<file path="src/rtl/stopwatch_ctrl.sv">
// stopwatch_ctrl
//   Push-button stopwatch driving six active-low 7-segment digits as MM:SS:CC.
//   The button is synchronised and debounced into a one-cycle press pulse.
//   sw[0] selects what a press does (0 = start/stop, 1 = lap/clear) and
//   sw[1] holds the whole block cleared in IDLE.
//
// Ports
//   clk_clk        system clock, rising edge
//   reset_reset_n  asynchronous active-low reset
//   button_n       raw push-button, low = pressed (asynchronous)
//   sw[1:0]        raw slide switches (asynchronous): [0] function, [1] hold-clear
//   hex0..hex5     active-low segments {g,f,e,d,c,b,a}
//                  hex5/hex4 = minutes, hex3/hex2 = seconds, hex1/hex0 = centiseconds
//   running        high in RUN or LAP
//   lap_active     high in LAP
module stopwatch_ctrl #(
    parameter int TICK_DIV  = 500000,  // clock cycles per centisecond, >= 2
    parameter int DB_CYCLES = 500000   // stable samples to accept a button level, >= 1
) (
    input  logic       clk_clk,
    input  logic       reset_reset_n,
    input  logic       button_n,
    input  logic [1:0] sw,
    output logic [6:0] hex0,
    output logic [6:0] hex1,
    output logic [6:0] hex2,
    output logic [6:0] hex3,
    output logic [6:0] hex4,
    output logic [6:0] hex5,
    output logic       running,
    output logic       lap_active
);

    localparam int PW = (TICK_DIV  > 1) ? $clog2(TICK_DIV)  : 1;
    localparam int DW = (DB_CYCLES > 1) ? $clog2(DB_CYCLES) : 1;

    localparam logic [PW-1:0] PRE_LAST = PW'(TICK_DIV - 1);
    localparam logic [DW-1:0] DB_LAST  = DW'(DB_CYCLES - 1);

    localparam logic [1:0] S_IDLE  = 2'd0;
    localparam logic [1:0] S_RUN   = 2'd1;
    localparam logic [1:0] S_PAUSE = 2'd2;
    localparam logic [1:0] S_LAP   = 2'd3;

    localparam logic [6:0] SEG_ZERO = 7'b1000000;

    // ------------------------------------------------------------------
    // Input synchronisers
    // ------------------------------------------------------------------
    logic       btn_meta, btn_sync;
    logic [1:0] sw_meta, sw_sync;

    always_ff @(posedge clk_clk or negedge reset_reset_n) begin
        if (!reset_reset_n) begin
            // NOTE: the button chain resets to the released level (1) so that
            // leaving reset can never look like a press.
            btn_meta <= 1'b1;
            btn_sync <= 1'b1;
            sw_meta  <= 2'b00;
            sw_sync  <= 2'b00;
        end else begin
            // NOTE: non-blocking assignments let each flop sample the value its
            // neighbour held before the edge, which is what makes this a chain.
            btn_meta <= button_n;
            btn_sync <= btn_meta;
            sw_meta  <= sw;
            sw_sync  <= sw_meta;
        end
    end

    // ------------------------------------------------------------------
    // Debounce and press pulse
    // ------------------------------------------------------------------
    logic          db_level;   // accepted button level
    logic          db_last;    // db_level one cycle earlier
    logic [DW-1:0] db_cnt;     // consecutive samples differing from db_level
    logic          press;

    always_ff @(posedge clk_clk or negedge reset_reset_n) begin
        if (!reset_reset_n) begin
            db_level <= 1'b1;
            db_last  <= 1'b1;
            db_cnt   <= '0;
            press    <= 1'b0;
        end else begin
            db_last <= db_level;
            press   <= db_last & ~db_level;
            if (btn_sync == db_level) begin
                db_cnt <= '0;
            end else if (db_cnt == DB_LAST) begin
                db_level <= btn_sync;
                db_cnt   <= '0;
            end else begin
                db_cnt <= db_cnt + DW'(1);
            end
        end
    end

    logic clear, press_ss, press_lap;
    assign clear     = sw_sync[1];
    assign press_ss  = press & ~sw_sync[0];
    assign press_lap = press &  sw_sync[0];

    // ------------------------------------------------------------------
    // State machine
    // ------------------------------------------------------------------
    logic [1:0] state_q, state_d;

    always_comb begin
        // NOTE: every path starts from the hold value, so no latch is inferred.
        state_d = state_q;
        if (clear) begin
            state_d = S_IDLE;
        end else begin
            case (state_q)
                S_IDLE:  if (press_ss) state_d = S_RUN;
                S_RUN:   if (press_ss) state_d = S_PAUSE;
                         else if (press_lap) state_d = S_LAP;
                S_LAP:   if (press_ss) state_d = S_PAUSE;
                         else if (press_lap) state_d = S_RUN;
                S_PAUSE: if (press_ss) state_d = S_RUN;
                         else if (press_lap) state_d = S_IDLE;
                default: state_d = S_IDLE;
            endcase
        end
    end

    always_ff @(posedge clk_clk or negedge reset_reset_n) begin
        if (!reset_reset_n) state_q <= S_IDLE;
        else                state_q <= state_d;
    end

    logic run_en, tick, zero_cnt, capture;
    assign run_en   = (state_q == S_RUN) || (state_q == S_LAP);
    assign zero_cnt = clear || ((state_q == S_PAUSE) && press_lap);
    assign capture  = !clear && (state_q == S_RUN) && press_lap;

    // ------------------------------------------------------------------
    // Centisecond prescaler: frozen in PAUSE so a resume finishes the
    // partial centisecond; RUN<->LAP does not disturb it.
    // ------------------------------------------------------------------
    logic [PW-1:0] presc_q;
    assign tick = run_en && (presc_q == PRE_LAST);

    always_ff @(posedge clk_clk or negedge reset_reset_n) begin
        if (!reset_reset_n) begin
            presc_q <= '0;
        end else if (zero_cnt || (state_q == S_IDLE) || tick) begin
            presc_q <= '0;
        end else if (run_en) begin
            presc_q <= presc_q + PW'(1);
        end
    end

    // ------------------------------------------------------------------
    // BCD time counter {m10,m1,s10,s1,c10,c1}, one nibble per digit
    // ------------------------------------------------------------------
    logic [23:0] time_q, time_inc, lap_q;
    logic        carry;

    // Tens of seconds and tens of minutes stop at 5, every other digit at 9.
    function automatic logic [3:0] digit_max(input int idx);
        return (idx == 3 || idx == 5) ? 4'd5 : 4'd9;
    endfunction

    always_comb begin
        time_inc = time_q;
        carry    = 1'b1;
        for (int i = 0; i < 6; i++) begin
            if (carry) begin
                if (time_q[4*i +: 4] >= digit_max(i)) begin
                    time_inc[4*i +: 4] = 4'd0;
                end else begin
                    time_inc[4*i +: 4] = time_q[4*i +: 4] + 4'd1;
                    carry = 1'b0;
                end
            end
        end
    end

    always_ff @(posedge clk_clk or negedge reset_reset_n) begin
        if (!reset_reset_n) begin
            time_q <= '0;
        end else if (zero_cnt) begin
            time_q <= '0;
        end else if (tick) begin
            time_q <= time_inc;
        end
    end

    // The lap register takes the value before any same-cycle increment.
    always_ff @(posedge clk_clk or negedge reset_reset_n) begin
        if (!reset_reset_n) begin
            lap_q <= '0;
        end else if (clear) begin
            lap_q <= '0;
        end else if (capture) begin
            lap_q <= time_q;
        end
    end

    // ------------------------------------------------------------------
    // Display and status registers
    // ------------------------------------------------------------------
    function automatic logic [6:0] seg7(input logic [3:0] d);
        case (d)
            4'd0:    return 7'b1000000;
            4'd1:    return 7'b1111001;
            4'd2:    return 7'b0100100;
            4'd3:    return 7'b0110000;
            4'd4:    return 7'b0011001;
            4'd5:    return 7'b0010010;
            4'd6:    return 7'b0000010;
            4'd7:    return 7'b1111000;
            4'd8:    return 7'b0000000;
            4'd9:    return 7'b0010000;
            default: return 7'b1111111;
        endcase
    endfunction

    logic [23:0] disp_src;
    assign disp_src = (state_q == S_LAP) ? lap_q : time_q;

    always_ff @(posedge clk_clk or negedge reset_reset_n) begin
        if (!reset_reset_n) begin
            hex0       <= SEG_ZERO;
            hex1       <= SEG_ZERO;
            hex2       <= SEG_ZERO;
            hex3       <= SEG_ZERO;
            hex4       <= SEG_ZERO;
            hex5       <= SEG_ZERO;
            running    <= 1'b0;
            lap_active <= 1'b0;
        end else begin
            hex0       <= seg7(disp_src[3:0]);
            hex1       <= seg7(disp_src[7:4]);
            hex2       <= seg7(disp_src[11:8]);
            hex3       <= seg7(disp_src[15:12]);
            hex4       <= seg7(disp_src[19:16]);
            hex5       <= seg7(disp_src[23:20]);
            running    <= run_en;
            lap_active <= (state_q == S_LAP);
        end
    end

endmodule

</file>
<file path="config.mk">
export PLATFORM = sky130hd
export DESIGN_NAME = stopwatch_ctrl
export DESIGN_NICKNAME = d
export VERILOG_FILES = /design/src/rtl/stopwatch_ctrl.sv
export SDC_FILE = /design/constraint.sdc
export NUM_CORES = 1
export LEC_CHECK = 0
export CAP_MARGIN = 20
export CORE_AREA = 2 2 119 121
export CTS_BUF_LIST = sky130_fd_sc_hd__clkbuf_8
export DETAILED_ROUTE_END_ITERATION = 6
export DIE_AREA = 0 0 121 123
export PLACE_DENSITY = 0.74
export REMOVE_ABC_BUFFERS = 1
export SLEW_MARGIN = 20
export SYNTH_ARGS = -nofsm -noshare
export SYNTH_HDL_FRONTEND = slang
export SYNTH_SLANG_ARGS = --single-unit
</file>
<file path="constraint.sdc">
create_clock -name clk_clk -period 6.5 [get_ports clk_clk]
set_clock_uncertainty 0.05 [all_clocks]
set_input_delay 0.975 -clock clk_clk [delete_from_list [all_inputs] [get_ports clk_clk]]
set_output_delay 0.975 -clock clk_clk [all_outputs]
set_load 0.05 [all_outputs]
</file>
# --- Word-level counts from Yosys, hierarchy flattened ---
# Memory sizes are Yosys's and may differ from the RTL's. A register that Yosys moved wholly into a read port is not among the register bits.
# Index checks and enable logic that the tools add are counted.
word_totals:
  register_bits: 99
  rom_bits: 672
  inputBits: 5
  out_inout_bits: 44
  n_memories: 6
classes:
  addsub: 8
  magnitude_cmp: 6
  eq_ne: 10
  muxes: 38
  bitwise_logic: 6
  reduce_logical: 31
mem_list:
  columns: ["name", "words", "width", "rd", "rd_ports_with_merged_regs", "wr", "line_no", "text"]
  rows:
  - ["(name not given)", 16, 7, 1, 1, 0, "206", "case (d)"]
  - ["(name not given)", 16, 7, 1, 1, 0, "206", null]
  - ["(name not given)", 16, 7, 1, 1, 0, "206", null]
  - ["(name not given)", 16, 7, 1, 1, 0, "206", null]
  - ["(name not given)", 16, 7, 1, 1, 0, "206", null]
  - ["(name not given)", 16, 7, 1, 1, 0, "206", null]
ops:
  columns: ["operator", "count"]
  rows:
  - ["$mux W24", 5]
  - ["$mux W19", 4]
  - ["$mux W4", 11]
  - ["$add A19 B1 Y19 const B", 2]
  - ["$eq A19 B19 Y1 const B", 2]
  - ["$add A4 B1 Y4 const B", 6]
  - ["$ge A4 B4 Y1 const B", 4]
  - ["$mux W2", 8]
  - ["$reduce_bool A2 Y1", 8]
  - ["$ne A4 B4 Y1 const B", 3]
  - ["$reduce_and A2 Y1", 6]
  - ["$mux W1", 9]
  - ["$ge A4 B3 Y1 const B", 2]
  - ["$pmux W2 S4", 1]
  - ["$logic_not A1 Y1", 7]
  - ["$eq A2 B2 Y1 const B", 2]
  - ["$logic_and A1 B1 Y1", 4]
  - ["$logic_or A1 B1 Y1", 4]
  - ["$reduce_and A4 Y1", 1]
  - ["$and A1 B1 Y1", 3]
  - ["$ne A3 B3 Y1 const B", 1]
  - ["$not A1 Y1", 3]
  - ["$eq A2 B1 Y1 const B", 1]
  - ["$logic_not A2 Y1", 1]
  - ["$eq A1 B1 Y1", 1]

# --- Logic depth before layout (Yosys ltp) ---
# Gate-level depths: netlist (run 1).
logic_depth:
  ltp_word: 9
  depth_mapped: 10
  depth_no_buf: 7

# --- Worst setup path before layout (run 1) ---
# No wires, ideal clock.
synth_path:
  kind: "reg-to-reg"
  from: "reg state_q[0]"
  to: "reg hex1[3]"
  arrival_ns: 2.313
  setup_slack_ns: 4.014
  path_stages_with_launch: 11
  n_path_buf: 3
  path_cell_list: "dfrtp_1 buf_2 nand2_1 buf_2 buf_2 mux2i_1 inv_1 ha_1 nor2_1 o21a_1 a21oi_1"
synth_via:
  elab_chain_cells: 2
synth_lines:
  columns: ["element", "line_no", "text"]
  rows:
  - ["from (decl)", "107", "logic [1:0] state_q, state_d;"]
  - ["from (signal assigned)", "130", "else state_q <= state_d;"]
  - ["$eq A2 B2 Y1", "222", "assign disp_src = (state_q == S_LAP) ? lap_q : time_q;"]
  - ["$mux W24", "222", null]
  - ["to (decl)", "25", "output logic [6:0] hex1,"]
# No other way between the ends.
# A chain may end at the register's enable or synchronous reset.

# --- Worst setup path after layout (run 1) ---
layout_path:
  from: "reg state_q[0]"
  to: "reg hex5[1]"
layout_via:
  elab_chain_cells: 2
layout_lines:
  columns: ["element", "line_no", "text"]
  rows:
  - ["$eq A2 B2 Y1", "222", null]
  - ["$mux W24", "222", null]
  - ["to (decl)", "29", "output logic [6:0] hex5,"]
# No other way between the ends.

==> results.toml, run 1 <==
[global_routing]
met1_usage_pct = 24.69
gr-usage-met2_pct = 37.25
antenna_found_initial = 0
grt-ovfl-total = 0
grt_pass1_wl_um = 25190
track_usage_pct = 21.22
busiest_layer = "met2"
grtUsageMet3_pct = 5.858
grt_pass1_vias = 5560
grt_max_degree = 83

[clocking]
cts_setup_buffers = 0
hold_buffers = 0
cts_resized = 0
clock_latency_ns = 0.46
cts.sinks = 141
root_buffer = "clkbuf_8"
cts_tree = "done"
clk_transition_reported_paths_ns = 0.08
cts.htree.levels = 4
cts_made_buffers = 17
clock_path_buffers = 2

[placement]
dp_slack_ns = 3.478
gp_congestion = 0.9001
hpwl_um = 10120
io_buffers = 48
dp.cells = 970

[worst_setup_path]
crit_required_ns = 6.77
reg2reg_depth = 5
r2r_start = "state_q[0]"
path_class = "flop to flop"
endpoint_kind = "flop"
critPathLaunchType = "flop"
worstReg2RegEnd = "hex5[1]"
arrival_ns = 3.33
reg2reg_setup_slack_ns = 3.44
cp-startpoint = "state_q[0]"
cp_max_fo = 37

[synthesis]
ys_ff_latch = 141
postSynthAreaPerCell_um2 = 9.745
synth_adder_area_share_pct = 8.469
synthArstFlopShare_pct = 100.0
synthCells = 758
synth_warnings = 0
yosys.area.top_type = "dfrtp_1"
synth_area_leaders = "dfrtp_1, ha_1, nand2_1, a21oi_1, nor2_1"
synth_edf_count = 0
yosys.area_share.xor_xnor_pct = 4.743
synth.mux.area_fraction_pct = 6.504
synthesis.area_um2 = 7387
synth_compound_area_share_pct = 10.23
synth-simple-area-share_pct = 19.38
synth_top_family_by_area = "simple AND/OR/NAND/NOR gates"
yosysTopAreaCellShare_pct = 44.38
ys_types = 57
synth_seq_area_share_pct = 47.93
synth_flop_cell = "dfrtp_1"

[sta]
rsz0062_at_grt = "false"
worstMarginPinSlew_ns = 1.045
slew_viol_final = 0
totalNegativeSetupSlack_ns = 0
fin_crit_ns = 3.062
fmax_mhz = 326.6
period_share_pct = 47.11
hold_violations = 0
setup_viol = 0
layout_setup_ws_ns = 3.438
slew_headroom_pct = 30.09

[layout]
fin_nets = 864
filler_cell_count = 1098
antenna_cells = 0
area_growth_pct = 14.63
final_cells = 1002
final_common_cell = "dfrtp_1"
drive_gt1_share_pct = 9.246
mostFrequentLayoutCells = "dfrtp_1, nand2_1, nor2_1"
fin_util_pct = 62.21

[floorplanning]
rows = 43
initial_utilization_pct = 54.27
ios = 49
dieArea_um2 = 14880
die_x_um = 121
core_area_um2 = 13610
fp.dieH_um = 123

[pwr]
power.share.clock_pct = 41.7
p_int_mw = 1.339
power_frac_comb_pct = 7.1
p_total_mw = 1.770
p_seq_share_pct = 51.2
p_per_area_nw_per_um2 = 209.1
ir_worst_vdd_v = 0.0001893
sw_frac_of_total_pct = 24.38
power_switching_uw = 431.7
leakage_nw = 3.938

[flow_run]
drv_cap = 0

[detailed_routing]
avgViaCountPerCell = 5.518
first_pass_iters = 5
drtAntennaViolNets = 0
drt-initial-drc-count = 463
num_vias = 5529
route.detailed.drc = 0
wl_per_cell_um = 14.59
wl_um = 14620

[hold_path]
hold_depth = 0
hold_start = "btn_meta"
hold_end = "btn_sync"
hold_path.class = "flop to flop"

[run_status]
status = "finished clean"
-- cells by family (layout without fill, tap and decap cells) --
group | after synthesis | after routing
compound gates | 131 | 131
simple gates | 298 | 298
xor+xnor | 40 | 40
flops | 141 | 141
fa+ha+maj | 50 | 50
buf+inv | 52 | 116
mux | 46 | 46
-- power by group through the flow --
| stage | Sequential [mW] | Clock, mW | Combinational [mW] |
|---|---|---|---|
| floorplan | 0.954 | 0 | 0.0422 |
| global placement | 0.922 | 0 | 0.123 |
| detailed placement | 0.923 | 0 | 0.126 |
| CTS | 0.906 | 0.757 | 0.127 |
| global route | 0.908 | 0.793 | 0.139 |
| finish | 0.906 | 0.739 | 0.125 |
-- Yosys cell counts, types with 7 or more instances --
master / n
dfrtp_1: 131
nand2_1: 105
nor2_1: 90
a21oi_1: 75
ha_1: 50
inv_1: 32
mux2i_1: 30
xnor2_1: 25
o21ai_0: 21
nand3_1: 17
nand4_1: 17
mux2_2: 16
xor2_1: 15
clkbuf_1: 12
dfstp_2: 10
nor3_1: 10
o21a_1: 8
nand2b_1: 7
-- layer usage --
| layer | routed length [um] | share of wire, % |
|---|---|---|
| met1 | 6233 | 43 |
| met2 | 7574 | 52 |
| met3 | 573 | 3.9 |
| met4 | 236 | 1.6 |
| met5 | 0 | 0 |
-- how the worst max path moves through the flow --
stage	endpoint	slack [ns]
after global routing	hex4[1]	3.14
final	hex5[1]	3.44
after detailed placement	hex5[1]	3.48
after floorplan	hex0[5]	3.63
after CTS	hex5[1]	3.48
after global placement	hex1[5]	3.66
-- critical path, cell delays in order (launching register included) --
cell     delay (ns)
dfrtp_1        0.76
nand2_2        0.74
mux2i_1        0.61
ha_1           0.33
o21ai_0        0.23
o21ai_0        0.16
-- per-stage QoR --
step / area, um2 / hold slack, ns
global placement: 8036 / 0.2972
global route: 8468 / 0.3188
floorplan: 7305 / 0.2812
finish: 8468 / 0.3119
detailed placement: 8048 / 0.3057
CTS: 8468 / 0.3156
-- layout make-up --
cell class | instances | area [um2] | share of cell area (%)
inverter | 32 | 120.1 | 1.418
multi-input combinational | 565 | 3646 | 43.06
clock inverter | 12 | 145.1 | 1.714
sequential | 141 | 3541 | 41.81
tap | 180 | 225.2 | 2.660
clock buffer | 20 | 275.3 | 3.251
timing repair buffer | 52 | 515.5 | 6.087
-- flip-flops by register name, summed over array words and instances, names as in the netlist --
signal,count
btn_meta,1
btn_sync,1
db_cnt,19
db_last,1
db_level,1
hex0,7
hex1,7
hex2,7
hex3,7
hex4,7
hex5,7
lap_active,1
lap_q,24
presc_q,19
press,1
running,1
state_q,2
sw_meta,2
sw_sync,2
time_q,24
Power figures use the tool's default switching activity.
==> run 2, diff against run 1 <==
- PLACE_DENSITY: 0.74 -> 0.77
- clock period: 6.5 -> 2.8 ns (I/O delays scaled with it)
==> run 2 against run 1 <==
Effect of this change:
- final cell count grew 0.80%
- combinational power grew 140%
- non-clock buffer count grew 8
- clock power grew 120%
==> results.toml, run 2 (synthesis gave the netlist of run 1 again) <==
[floorplanning]
die_x_um = 121
dieArea_um2 = 14880
rows = 43
ios = 49
initial_utilization_pct = 54.27
fp.dieH_um = 123
core_area_um2 = 13610

[worst_setup_path]
cpLargestDelayFamily = "simple AND/OR/NAND/NOR gates"
worstReg2RegEnd = "time_q[21]"
cp.buffers_inverters = 1
path_class = "flop to flop"
critPathLaunchType = "flop"
arrival_ns = 2.92
cp_cell_sequence = "inv_1 > ha_1 > nor3b_1 > nand4b_1 > or4_1 > nor3_1 > mux2i_1"
r2r_start = "time_q[4]"
crit_required_ns = 3.12
slowest_delay_ns = 0.68
cp-startpoint = "time_q[4]"
cp_slowest_cell = "or4_1"
reg2reg_depth = 7
cp_max_fo = 11
reg2reg_setup_slack_ns = 0.20
endpoint_kind = "flop"

[global_routing]
grt_pass1_vias = 5565
grt_max_degree = 87
track_usage_pct = 20.90
antenna_found_initial = 0
grt-ovfl-total = 0
grt_pass1_wl_um = 25050

[sta]
slew_viol_final = 0
fin_crit_ns = 2.598
slew_headroom_pct = 45.02
period_share_pct = 92.80
rsz0062_at_grt = "false"
hold_violations = 0
worstMarginPinSlew_ns = 0.8161
fmax_mhz = 384.9
setup_viol = 0

[layout]
area_growth_pct = 15.33
fin_area_um2 = 8519
drive_gt1_share_pct = 9.880
mostFrequentLayoutCells = "dfrtp_1, nand2_1, nor2_1"
final_common_cell = "dfrtp_1"
fin_nets = 872
reg_top3 = "lap_q: 24 flops, time_q: 24 flops"
antenna_cells = 0

[placement]
hpwl_um = 10180
io_buffers = 48
dpl_cell_area_um2 = 8122
gp_congestion = 0.9003

[clocking]
cts_made_buffers = 17
cts_setup_buffers = 0
cts_tree = "done"
cts.sinks = 141
clock_latency_ns = 0.45
root_buffer = "clkbuf_8"
cts.htree.levels = 4
clock_path_buffers = 2
cts_resized = 0
clk_transition_reported_paths_ns = 0.08

[pwr]
p_int_mw = 2.997
power.share.clock_pct = 39.8
p_seq_share_pct = 52.5
p_per_area_nw_per_um2 = 468.8
p_total_mw = 3.994
power_switching_uw = 996.9
leakage_nw = 3.969
power_frac_comb_pct = 7.7
ir_worst_vdd_v = 0.0003020
sw_frac_of_total_pct = 24.96

[detailed_routing]
num_vias = 5599
wl_per_cell_um = 14.48
drtAntennaViolNets = 0
wl_um = 14630
first_pass_iters = 5
route.detailed.drc = 0
drt-initial-drc-count = 356
avgViaCountPerCell = 5.544

[run_status]
status = "finished clean"

[flow_run]
drv_cap = 0

[hold_path]
hold_path.class = "input port to asynchronous set/reset pin"
## run 2: timing repair
item | 4_1_cts | 5_1_grt
hold endpoints to repair | 12 | 0
hold buffers | 1 | 0
endpoints found under the setup margin | 0 | 0
## run 2: worst max-delay path by stage
stage	slack, ns	depth (start not counted)	to
after floorplan	-0.07	5	hex0[5]
after global placement	0.34	6	time_q[21]
after detailed placement	0.24	7	time_q[21]
after CTS	0.21	7	time_q[21]
after global routing	0.02	7	time_q[21]
final	0.20	7	time_q[21]
## run 2: power by group through the flow
stage	Sequential (mW)	Combinational (mW)	Clock, mW
6_report	2.10	0.306	1.59
5_1_grt	2.10	0.338	1.72
3_3_place_gp	2.13	0.299	0
2_1_floorplan	2.21	0.0981	0
3_5_place_dp	2.14	0.307	0
4_1_cts	2.10	0.309	1.63
## run 2: per-stage QoR
step	hold WS [ns]	util [%]	cells	setup WS [ns]	setup TNS (ns)
floorplan	0.07441	-	738	-0.06804	-1.092
global placement	0.1946	59.67	977	0.3411	0
detailed placement	0.1977	59.67	977	0.2439	0
CTS	0.2757	62.59	1010	0.2114	0
global route	0.2992	62.59	1010	0.01544	0
finish	0.2908	62.59	1010	0.2017	0
## run 2: final cells by class
| type | count | area, um2 |
|---|---|---|
| tap | 180 | 225.2 |
| multi-input combinational | 565 | 3646 |
| timing repair buffer | 60 | 599.3 |
| fill | 1067 | 5092 |
| sequential | 141 | 3541 |
| clock inverter | 13 | 126.4 |
| clock buffer | 19 | 261.5 |
| inverter | 32 | 120.1 |
## run 2: per-layer routing
layer,vias up,wire length (um),GRT usage [%]
li1,2724,-,-
met1,2740,6435,25.68
met2,112,7380,35.29
met3,23,527,4.659
met4,0,283,9.593
met5,-,0,0
==> patch 1, RTL diff (flow settings as in run 2) <==
The output `hex4` loses its register stage (`hex4` becomes a continuous assignment).
--- a/src/rtl/stopwatch_ctrl.sv
+++ b/src/rtl/stopwatch_ctrl.sv
@@ -227,7 +227,6 @@
             hex1       <= SEG_ZERO;
             hex2       <= SEG_ZERO;
             hex3       <= SEG_ZERO;
-            hex4       <= SEG_ZERO;
             hex5       <= SEG_ZERO;
             running    <= 1'b0;
             lap_active <= 1'b0;
@@ -236,12 +235,13 @@
             hex1       <= seg7(disp_src[7:4]);
             hex2       <= seg7(disp_src[11:8]);
             hex3       <= seg7(disp_src[15:12]);
-            hex4       <= seg7(disp_src[19:16]);
             hex5       <= seg7(disp_src[23:20]);
             running    <= run_en;
             lap_active <= (state_q == S_LAP);
         end
     end
 
+    assign hex4 = seg7(disp_src[19:16]);
+
 endmodule
 
Formal check against the unedited RTL: no difference found for any inputs over 10 cycles, from zero or initial values and one cycle with reset_reset_n low; that may be too few to reach the edited logic, so the function may still have changed.
==> patch 1 against run 2 <==
The run now ends with hold timing left; critical path depth is 1 lower; total power is 6.2% higher; design area is 0.72% higher; synthesized cell count is 3.3% higher; register-to-register slack better by 60 ps; clock power is 16% higher; final cell count is 1.6% higher; sequential cell count is 7 lower; synthesized area is 1.1% lower; worst setup slack worse by 120 ps; combinational power is 22% higher; wire length is 8.0% higher; non-clock buffer count is 2 higher; highest routed layer unchanged.
==> patch 1: results (changes against run 2) <==
[timing]
hold_viol = 8  ; +8
whs_ps = -9.53  ; -300 ps
relSlewSlack = 0.340  ; -0.111
post-route-period-util = 0.972  ; +0.0443

[power]
ir_drop_v = 0.000391  ; +29%
power_frac_clock = 0.436  ; +0.038
p_seq_frac = 0.476  ; -0.049

[global_routing]
grt_pass1_vias = 5786  ; +4.0%
grt_max_degree = 135  ; +55%
gr-usage-met2 = 0.392  ; +0.0386

[critical_path]
arrival_ps = 2250  ; -670 ps
ff2ff_path_depth = 5  ; -2

[placed_design]
placed_area_um2 = 8040  ; -1.0%
dpl.cell_count = 993  ; +1.6%
place_congestion = 0.927  ; +3.0%
preCtsSetupSlack_ps = 301  ; +56.8 ps

[outcome]
status = finished with violations
violations = hold timing

[drt]
totalWireLength_mm = 15.8  ; +8.0%
via_per_inst = 5.77  ; +4.0%
drtIter0Drc = 519  ; +46%
met3_length_um = 708  ; +34%
met2WireLength_mm = 8.25  ; +12%

[synth]
synthMuxAreaShare = 0.0526  ; -0.0125
ys_seq_area_frac = 0.460  ; -0.0190

[cells_and_area]
layout-drive-gt1-share = 0.111  ; +0.0123

## patch 1: cell types whose count changed in the layout (fill, tap and decap cells not counted), sizes merged, moves of 6 or more
cell	delta
buf	+10
nor2	-8
dfrtp	-6
xor2	-8
a22oi	+8
nand3	+16
a31oi	+11
nand4	-6
a21oi	+7
clkdlybuf4s50	-7
## patch 1: cell type report
type,instances,area [um^2]
clock buffers,17,234
well taps,180,225
inverters,33,124
clock inverters,15,229
fillers,1084,5030
multi-input cells,585,3760
flip-flops and latches,134,3370
repair buffers,62,641
## patch 1: repair_timing
item / in CTS / in global routing
setup buffers: 0 / 1
gates resized for setup: 5 / 11
hold buffers: 0 / 0
endpoints found under the hold margin: 0 / 0
setup endpoints to repair: 7 / 7
## patch 1: critical path, delay by kind of cell (launching register included)
kind	cells	cell delay (ps)
DFF	1	460
AOI/OAI and AO/OA	2	340
muxes	1	330
adders and majority gates	1	320
buffers and inverters	1	210
and+or+nand+nor	1	150
==> patch 2, RTL diff (config.mk and constraints of run 2) <==
Made on the original files. Change the parameter `TICK_DIV` from 500000 to 250000.
--- a/src/rtl/stopwatch_ctrl.sv
+++ b/src/rtl/stopwatch_ctrl.sv
@@ -14,7 +14,7 @@
 //   running        high in RUN or LAP
 //   lap_active     high in LAP
 module stopwatch_ctrl #(
-    parameter int TICK_DIV  = 500000,  // clock cycles per centisecond, >= 2
+    parameter int TICK_DIV  = 250000,  // clock cycles per centisecond, >= 2
     parameter int DB_CYCLES = 500000   // stable samples to accept a button level, >= 1
 ) (
     input  logic       clk_clk,
Check against the original RTL: no difference found for any inputs over 10 cycles, from zero or initial values and one cycle with reset_reset_n low; that may be too few to reach the edited logic, so the function may still have changed.
==> patch 2 against run 2 <==
Synthesized area shrank 1.2%; sequential cell count is 1 lower; core utilization decreased by 0.88 points; wire length fell by 4.7%; design area shrank 1.4%; worst setup slack better by 86 ps; total power grew 0.13%; critical path depth up 1; critical endpoint is now hex5[3]$_DFF_PN0_; largest cell class unchanged.
==> patch 2: results (changes against run 2) <==
[outcome]
status = finished, final reports clean

[global_routing]
grt_pass1_vias = 5458  ; -1.9%
grt_max_degree = 69  ; -21%
grt_pass1_wl_mm = 24.6  ; -1.9%
antenna_found_initial = 0  ; unchanged
grt_use_total = 0.205  ; -0.00418

[critical_path]
regToRegSetupSlack_ps = 290  ; +90 ps
r2r-start = state_q[0]$_DFFE_PN0P_
cp_max_fo = 17  ; +6
arrival_ps = 2780  ; -140 ps
cp-endpoint = hex5[3]$_DFF_PN0_
ff2ff_path_depth = 8  ; +1

[placed_design]
hpwl_mm = 9.81  ; -3.6%
place_congestion = 0.871  ; -3.2%

[cells_and_area]
final_nets = 841  ; -3.6%
top_regs = lap_q (24), time_q (24), db_cnt (19)
layout-drive-gt1-share = 0.109  ; +0.0101

[synth]
ys_types = 63  ; +11%
synth_commonest_cells = dfrtp_1, nor2_1, nand2_1, a21oi_1, ha_1
yosys-top-cells-area = dfrtp_1, ha_1, a21oi_1
ys_seq_area_frac = 0.482  ; +0.00224

[drt]
first_pass_iters = 5  ; unchanged
drtIter0Drc = 331  ; -7.0%
totalWireLength_mm = 13.9  ; -4.7%
via_per_inst = 5.53  ; -0.26%
postRouteAntennaNets = 0  ; unchanged

[min_path]
holdCritPathClass = reg -> reg

[timing]
relSlewSlack = 0.532  ; +0.0822

[power]
ir_drop_v = 0.000360  ; +19%
p_leak_uw = 0.00383  ; -3.5%

patch 2: changes by cell type in the layout (fill, tap and decap cells not counted), moves of 4 or more:
cell	before	now
mux2i_2	0	7
mux2_2	16	11
o21ai_1	0	6
mux2i_1	30	18
nand2_1	104	88
nand3_1	17	26
xnor2_1	25	18
xor2_1	15	22
inv_1	35	27
o21ai_0	21	14
inv_2	0	4
nor3_1	10	6
patch 2: through the flow:
step	instances	setup slack (ps)	hold WS (ps)	area (um^2)
floorplan	710	482	74.4	7190
global placement	946	470	284	7980
detailed placement	946	335	285	7980
CTS	979	323	302	8400
global route	979	32.7	307	8400
finish	979	288	301	8400
patch 2: worst max-delay path, cell delays in order, from the launching register on:
cell     delay [ps]
dfrtp_1         650
nand2_2         360
buf_12          280
mux2i_1         380
inv_1           140
ha_1            200
nor2_1          110
o21a_1          150
a21oi_1          50
patch 2: layout make-up:
class | instances | area [um^2]
Clock buffer | 19 | 262
Sequential cell | 140 | 3520
Timing Repair Buffer | 57 | 577
Fill cell | 1058 | 5210
Clock inverter | 13 | 149
Multi-Input combinational cell | 540 | 3560
Tap cell | 180 | 225
Inverter | 30 | 113
patch 2: report_power, final:
part,internal [uW],switching (uW),total [uW]
registers,2050,20.5,2080
logic,77.6,177,255
clock network,917,752,1670
total,3050,950,4000
patch 2: worst min path at each step:
stage / start / endpoint / slack [ps] / cells after the start
after floorplan: reset_reset_n / db_cnt[0]$_DFF_PN0_ / 70 / 0
after detailed placement: sw_meta[0]$_DFF_PN0_ / sw_sync[0]$_DFF_PN0_ / 280 / 0
after CTS: sw_meta[0]$_DFF_PN0_ / sw_sync[0]$_DFF_PN0_ / 300 / 0
final: sw_meta[0]$_DFF_PN0_ / sw_sync[0]$_DFF_PN0_ / 300 / 0
after global routing: sw_meta[0]$_DFF_PN0_ / sw_sync[0]$_DFF_PN0_ / 310 / 0
after global placement: sw_meta[0]$_DFF_PN0_ / sw_sync[0]$_DFF_PN0_ / 280 / 0
patch 2: per-layer routing:
metal,vias to the layer above,track usage,part of all wire,wire (um)
met1,2634,0.249,0.43,6060
met4,0,0.0683,0.011,150
li1,2629,-,-,-
met2,135,0.356,0.51,7140
met5,-,0,0,0
met3,15,0.0535,0.043,595
patch 2: cell families (layout without fill, tap and decap cells):
family          after synthesis  count (layout)  share of synthesized area
mux                          36              36                     0.0548
simple gates                279             279                      0.189
xor+xnor                     40              40                     0.0480
buf+inv                      52             119                     0.0310
flops                       140             140                      0.482
compound gates              135             135                      0.110
fa+ha+maj                    50              50                     0.0857
